**src/rtl/cpu_defs.sv**
```systemverilog
// Definitions shared by the fetch stage and the hazard unit: the reset PC, the
// NOP encoding, and the redirect-select codes with their priority rule.
package cpu_defs;

    localparam logic [31:0] NOP_WORD = 32'h0000_0000;  // sll $0,$0,0
    localparam logic [31:0] RESET_PC = 32'h0000_0000;

    typedef enum logic [1:0] {
        SEL_SEQ    = 2'd0,
        SEL_JUMP   = 2'd1,
        SEL_BRANCH = 2'd2,
        SEL_JR     = 2'd3
    } redirect_sel_e;

    // jr beats a taken branch, which beats j/jal.
    function automatic redirect_sel_e redirect_select(input logic jr,
                                                      input logic branch_taken,
                                                      input logic jump);
        redirect_sel_e sel;
        sel = SEL_SEQ;
        if (jr)                sel = SEL_JR;
        else if (branch_taken) sel = SEL_BRANCH;
        else if (jump)         sel = SEL_JUMP;
        return sel;
    endfunction

endpackage

```
**src/rtl/if_id_reg.sv**
```systemverilog
// IF/ID pipeline register: holds on stall, loads a bubble on flush, otherwise
// captures the fetched word and its PC+4 as a valid instruction.
module if_id_reg #(
    parameter logic [31:0] NOP_WORD = 32'h0000_0000
) (
    input  logic        clk,
    input  logic        rst,
    input  logic        write_en_i,
    input  logic        flush_i,
    input  logic [31:0] instr_i,
    input  logic [31:0] pc_plus4_i,
    output logic [31:0] instr_o,
    output logic [31:0] pc_plus4_o,
    output logic        valid_o
);

    logic [31:0] instr_q, instr_d;
    logic [31:0] pc_plus4_q, pc_plus4_d;
    logic        valid_q, valid_d;

    // Stall takes precedence over flush so a held redirect is not lost.
    always_comb begin
        instr_d    = instr_q;
        pc_plus4_d = pc_plus4_q;
        valid_d    = valid_q;
        if (write_en_i) begin
            if (flush_i) begin
                instr_d    = NOP_WORD;
                pc_plus4_d = 32'h0000_0000;
                valid_d    = 1'b0;
            end else begin
                instr_d    = instr_i;
                pc_plus4_d = pc_plus4_i;
                valid_d    = 1'b1;
            end
        end
    end

    always_ff @(posedge clk) begin
        if (rst) begin
            instr_q    <= NOP_WORD;
            pc_plus4_q <= 32'h0000_0000;
            valid_q    <= 1'b0;
        end else begin
            instr_q    <= instr_d;
            pc_plus4_q <= pc_plus4_d;
            valid_q    <= valid_d;
        end
    end

    assign instr_o    = instr_q;
    assign pc_plus4_o = pc_plus4_q;
    assign valid_o    = valid_q;

endmodule

```
**src/rtl/fetch_stage.sv**
```systemverilog
// Instruction-fetch stage: PC register, next-PC selection (seq/jump/branch/jr),
// and the IF/ID register with stall and flush.
module fetch_stage #(
    parameter logic [31:0] RESET_PC = cpu_defs::RESET_PC,
    parameter logic [31:0] NOP_WORD = cpu_defs::NOP_WORD
) (
    input  logic        clk,
    input  logic        rst,
    input  logic        PCWrite,
    input  logic        IFIDWrite,
    input  logic        branch_taken,
    input  logic [31:0] branch_target,
    input  logic        jump,
    input  logic [31:0] jump_target,
    input  logic        jr,
    input  logic [31:0] jr_target,
    output logic [31:0] imem_addr,
    input  logic [31:0] imem_data,
    output logic [31:0] PC_out,
    output logic [31:0] IF_ID_instruction,
    output logic [31:0] IF_ID_PC_plus4,
    output logic        IF_ID_valid,
    output logic [31:0] fetch_count
);

    import cpu_defs::*;

    logic [31:0]   pc_q, pc_d;
    logic [31:0]   count_q, count_d;
    logic [31:0]   pc_plus4;
    logic [31:0]   target_raw;
    logic [31:0]   next_pc;
    redirect_sel_e sel;
    logic          redirect;
    logic          flush;

    assign pc_plus4 = pc_q + 32'd4;

    always_comb begin
        sel        = redirect_select(jr, branch_taken, jump);
        redirect   = (sel != SEL_SEQ);
        target_raw = pc_plus4;
        case (sel)
            SEL_JR:     target_raw = jr_target;
            SEL_BRANCH: target_raw = branch_target;
            SEL_JUMP:   target_raw = jump_target;
            default:    target_raw = pc_plus4;
        endcase
        next_pc = redirect ? (target_raw & ~32'h3) : pc_plus4;
    end

    // A redirect only takes effect (and flushes) on a cycle the PC may advance.
    assign flush   = redirect & PCWrite;
    assign pc_d    = PCWrite ? next_pc : pc_q;
    assign count_d = (IFIDWrite && !flush) ? count_q + 32'd1 : count_q;

    always_ff @(posedge clk) begin
        if (rst) begin
            pc_q    <= RESET_PC;
            count_q <= 32'h0000_0000;
        end else begin
            pc_q    <= pc_d;
            count_q <= count_d;
        end
    end

    if_id_reg #(
        .NOP_WORD (NOP_WORD)
    ) u_if_id (
        .clk        (clk),
        .rst        (rst),
        .write_en_i (IFIDWrite),
        .flush_i    (flush),
        .instr_i    (imem_data),
        .pc_plus4_i (pc_plus4),
        .instr_o    (IF_ID_instruction),
        .pc_plus4_o (IF_ID_PC_plus4),
        .valid_o    (IF_ID_valid)
    );

    assign PC_out      = pc_q;
    assign imem_addr   = pc_q;
    assign fetch_count = count_q;

endmodule

```
**config.mk**
```make
export PLATFORM = sky130hd
export DESIGN_NAME = fetch_stage
export DESIGN_NICKNAME = d
export VERILOG_FILES = /design/src/rtl/cpu_defs.sv /design/src/rtl/if_id_reg.sv /design/src/rtl/fetch_stage.sv
export SDC_FILE = /design/constraint.sdc
export NUM_CORES = 1
export LEC_CHECK = 0
export CAP_MARGIN = 20
export CORE_MARGIN = 2
export CORE_UTILIZATION = 42
export DETAILED_ROUTE_END_ITERATION = 10
export PLACE_DENSITY = 0.81
export REMOVE_ABC_BUFFERS = 1
export SYNTH_ARGS = -nofsm -noshare
export SYNTH_HDL_FRONTEND = slang
export SYNTH_SLANG_ARGS = --single-unit
```
**constraint.sdc**
```tcl
create_clock -name clk -period 2.54 [get_ports clk]
set_clock_uncertainty 0.15 [all_clocks]
set_input_delay 0.508 -clock clk [delete_from_list [all_inputs] [get_ports clk]]
set_output_delay 0.508 -clock clk [all_outputs]
set_load 0.05 [all_outputs]
```
==> run_results.csv <==
group,metric,value,unit
outcome,status,"completed",
synth,syn_avg_cell_area,8.65,sq um
global_route,grt_antenna_before_repair,0,
global_route,overflow,0,
synth,netlist_area,6420,sq um
synth,synth_edf_count,0,
cells_and_area,antenna_cells,0,
synth,synth-simple-area-share,0.196,
synth,synth_top_family_by_area,"compound AO/OA/AOI/OAI gates",
detailed_routing,vias,6707,
floorplanning,core-area,15100,sq um
setup_path,reg2reg_depth,6,
global_route,grt_pass1_wl,33300,um
floorplanning,die_h,128,um
detailed_routing,drc,0,
job,drv_cap,0,
setup_path,cpLargestDelayFamily,"buffers and inverters",
detailed_routing,drtIter0Drc,378,
clock_network,postCtsSetupBuffers,0,
clock_network,cts_hold_buf,0,
timing,tightestPinTransition,541,ps
global_route,busiest_layer,"met2",
synth,synthArstFlopShare,0,
synth,seq_area_frac_synth,0.393,
setup_path,cp_data_arrival_time,1810,ps
synth,synth_xor_area_frac,0.0737,
detailed_routing,dr.pass1.iters,6,
floorplanning,die-area,16300,sq um
worst_hold_path,hp-class,"flop to flop",
timing,finalCriticalPeriod,2470,ps
setup_path,worst-path-stages,1,
global_route,grt_use_total,0.261,
detailed_routing,wirelength,21800,um
setup_path,critPathKind,"flop to output port",
cells_and_area,fin_nets,1150,
setup_path,slowest_stage,"clkdlybuf4s50_1",
timing,period_share,0.972,
pwr,vdd_drop_max,0.477,mV
setup_path,crit_end,"imem_addr[21]",
floorplanning,die_width,128,um
synth,synth.distinct_cells,54,
clock_network,clkTransAtPathRegs,60,ps
synth,yosysWarnings,0,
clock_network,root_buffer,"clkbuf_16",
synth,syn_inst,742,
cells_and_area,syn_to_final_growth,57.2,%
setup_path,path_max_fanout,9,
setup_path,slowest_delay,880,ps
setup_path,required,1880,ps
setup_path,path_buf_inv,1,
setup_path,end_kind,"output port",
placed_design,hpwlAfterDp,16000,um
timing,setup_viol,0,
pwr,leakagePower,0.00378,uW
global_route,grtUsageMet2,0.438,
cells_and_area,drive_above_1_share,0.112,
setup_path,r2r-end,"PC_out[26]",
timing,relSlewSlack,0.638,
global_route,grt_pass1_vias,6334,
pwr,power.density,573,nW/um^2
timing,hold_viol,0,
clock_network,htree_levels,4,
setup_path,path_cells,"clkdlybuf4s50_1",
synth,synth_mux_area_frac,0.0267,
clock_network,cts_sinks,126,
synth,synth_compound_area_frac,0.220,
timing,maxSlewViolCount,0,
placed_design,gp_congestion,0.867,
clock_network,cts.path.max_buffers,2,
timing,max_clock_freq,405,MHz
synth,synthAdderAreaFrac,0.00390,
detailed_routing,routedWlPerCell,18.0,um
clock_network,clkLatencyLatePin,420,ps
global_route,met1_usage,0.333,
detailed_routing,ant_nets,0,
setup_path,timing.rr.start,"PC_out[8]",
floorplanning,pin_count,296,
placed_design,dp_slack,-337,ps
global_route,grt_max_degree,38,
timing,rsz0062_at_grt,"false",
detailed_routing,drt-vias-per-instance,5.52,
synth,synth_flop_cell,"dfxtp_1",
timing,setup_slack,70.7,ps
floorplanning,initial_core_util,0.426,
setup_path,start_kind,"flop",
cells_and_area,fillers,1215,
worst_hold_path,min_from,"u_if_id.valid_o",
placed_design,io_buffers,285,
synth,ys_seq_elements,126,
setup_path,cp-startpoint,"PC_out[21]",
global_route,met3_usage,0.0498,
setup_path,rrSetupSlack,260,ps
floorplanning,rows,45,
clock_network,cts_buffers,17,
pwr,p_total,5790,uW
clock_network,cts_tree,"built",
## sequential cells by signal (all words and copies together) (netlist names)
register	flops
PC_out	30
u_if_id.valid_o	1
fetch_count	32
u_if_id.instr_o	32
u_if_id.pc_plus4_o	31
## kinds of logic (layout without fill, tap and decap cells)
group / count (synthesis) / count (layout)
xor gates and xnor gates: 54 / 54
AOI/OAI and AO/OA: 202 / 202
muxes: 17 / 17
DFF: 126 / 126
adders and majority gates: 2 / 2
and+or+nand+nor: 233 / 233
other: 1 / 4
buffers and inverters: 107 / 388
## worst min path at each step
| stage | endpoint | slack (ps) | cells after the start |
|---|---|---|---|
| finish | u_if_id.valid_o | 310 | 1 |
| detailed placement | u_if_id.valid_o | 300 | 1 |
| global placement | u_if_id.valid_o | 280 | 1 |
| global route | u_if_id.valid_o | 320 | 1 |
| CTS | u_if_id.valid_o | 310 | 1 |
| floorplan | PC_out[11] | 430 | 1 |
## per-layer routing
layer | share of wire | wire length, um
met5 | 0 | 0
met4 | 0.027 | 597
met3 | 0.071 | 1560
met2 | 0.47 | 10300
met1 | 0.43 | 9350
## power by group
group	internal [uW]	switching, uW	leakage [uW]
Clock	1500	936	0.000289
Combinational	521	714	0.00247
Sequential	2050	69.4	0.00103
## stage by stage
step | hold WS, ps | std cells | area [sq um] | setup TNS, ps | util
2_1_floorplan | 427 | 652 | 5930 | -68240 | -
3_3_place_gp | 283 | 1182 | 9490 | -4700 | 0.629
3_5_place_dp | 297 | 1182 | 9490 | -8050 | 0.629
4_1_cts | 310 | 1214 | 10100 | 0 | 0.668
5_1_grt | 319 | 1214 | 10100 | 0 | 0.669
6_report | 309 | 1214 | 10100 | 0 | 0.669
## cell usage in the layout, fill, tap and decap left out, drive strengths merged, types with 5 or more instances in the layout
cell type,count
a211oi,7
and4,8
o22ai,10
nand3,23
or4,6
buf,60
clkdlybuf4s50,278
dfxtp,126
nor3,27
and3,6
xor2,26
or3,7
mux2i,16
nand2,57
nor2,51
a21oi,24
nor4,12
clkinv,9
clkbuf,19
inv,14
a22o,60
nand4,18
o21ai,49
a22oi,23
nand2b,5
xnor2,28
## final cells by class
class,count,area [sq um],share of cell area
multi-input combinational,512,3380,0.335
timing repair buffer,342,3310,0.328
sequential,126,2520,0.250
clock buffer,19,453,0.0449
tap,188,235,0.0233
clock inverter,13,139,0.0138
inverter,14,52.6,0.00521
## cell usage after synthesis, types with 4 or more instances
master      n  area share
o21a_1      4      0.0047
a21oi_1    24       0.019
a22oi_1    23       0.027
xor2_1     26       0.035
or4_1       6      0.0070
nand2_1    57       0.033
xnor2_1    28       0.038
nor2_1     50       0.029
inv_1      13      0.0076
o22ai_1    10      0.0097
and2_1      4      0.0039
o32ai_1     4      0.0055
and4_1      8       0.011
nand3_1    23       0.018
dfxtp_1   126        0.39
o31ai_1     4      0.0047
a22o_1     60       0.082
o21ai_0    49       0.038
nor4_1      9      0.0088
clkbuf_1   47       0.027
or3_1       7      0.0068
buf_2       6      0.0047
mux2i_1    16       0.025
nor3_1     18       0.014
and3_1      6      0.0058
buf_4      37       0.043
a31oi_1     4      0.0039
a211oi_1    7      0.0082
nand4_1    18       0.018
nand2b_1    5      0.0049
nor3_2      9       0.014
## what timing repair did
item | in CTS | in global routing
gates cloned | 0 | 0
setup endpoints to repair | 1 | 4
gates resized for setup | 1 | 4
Power figures use the tool's default switching activity.
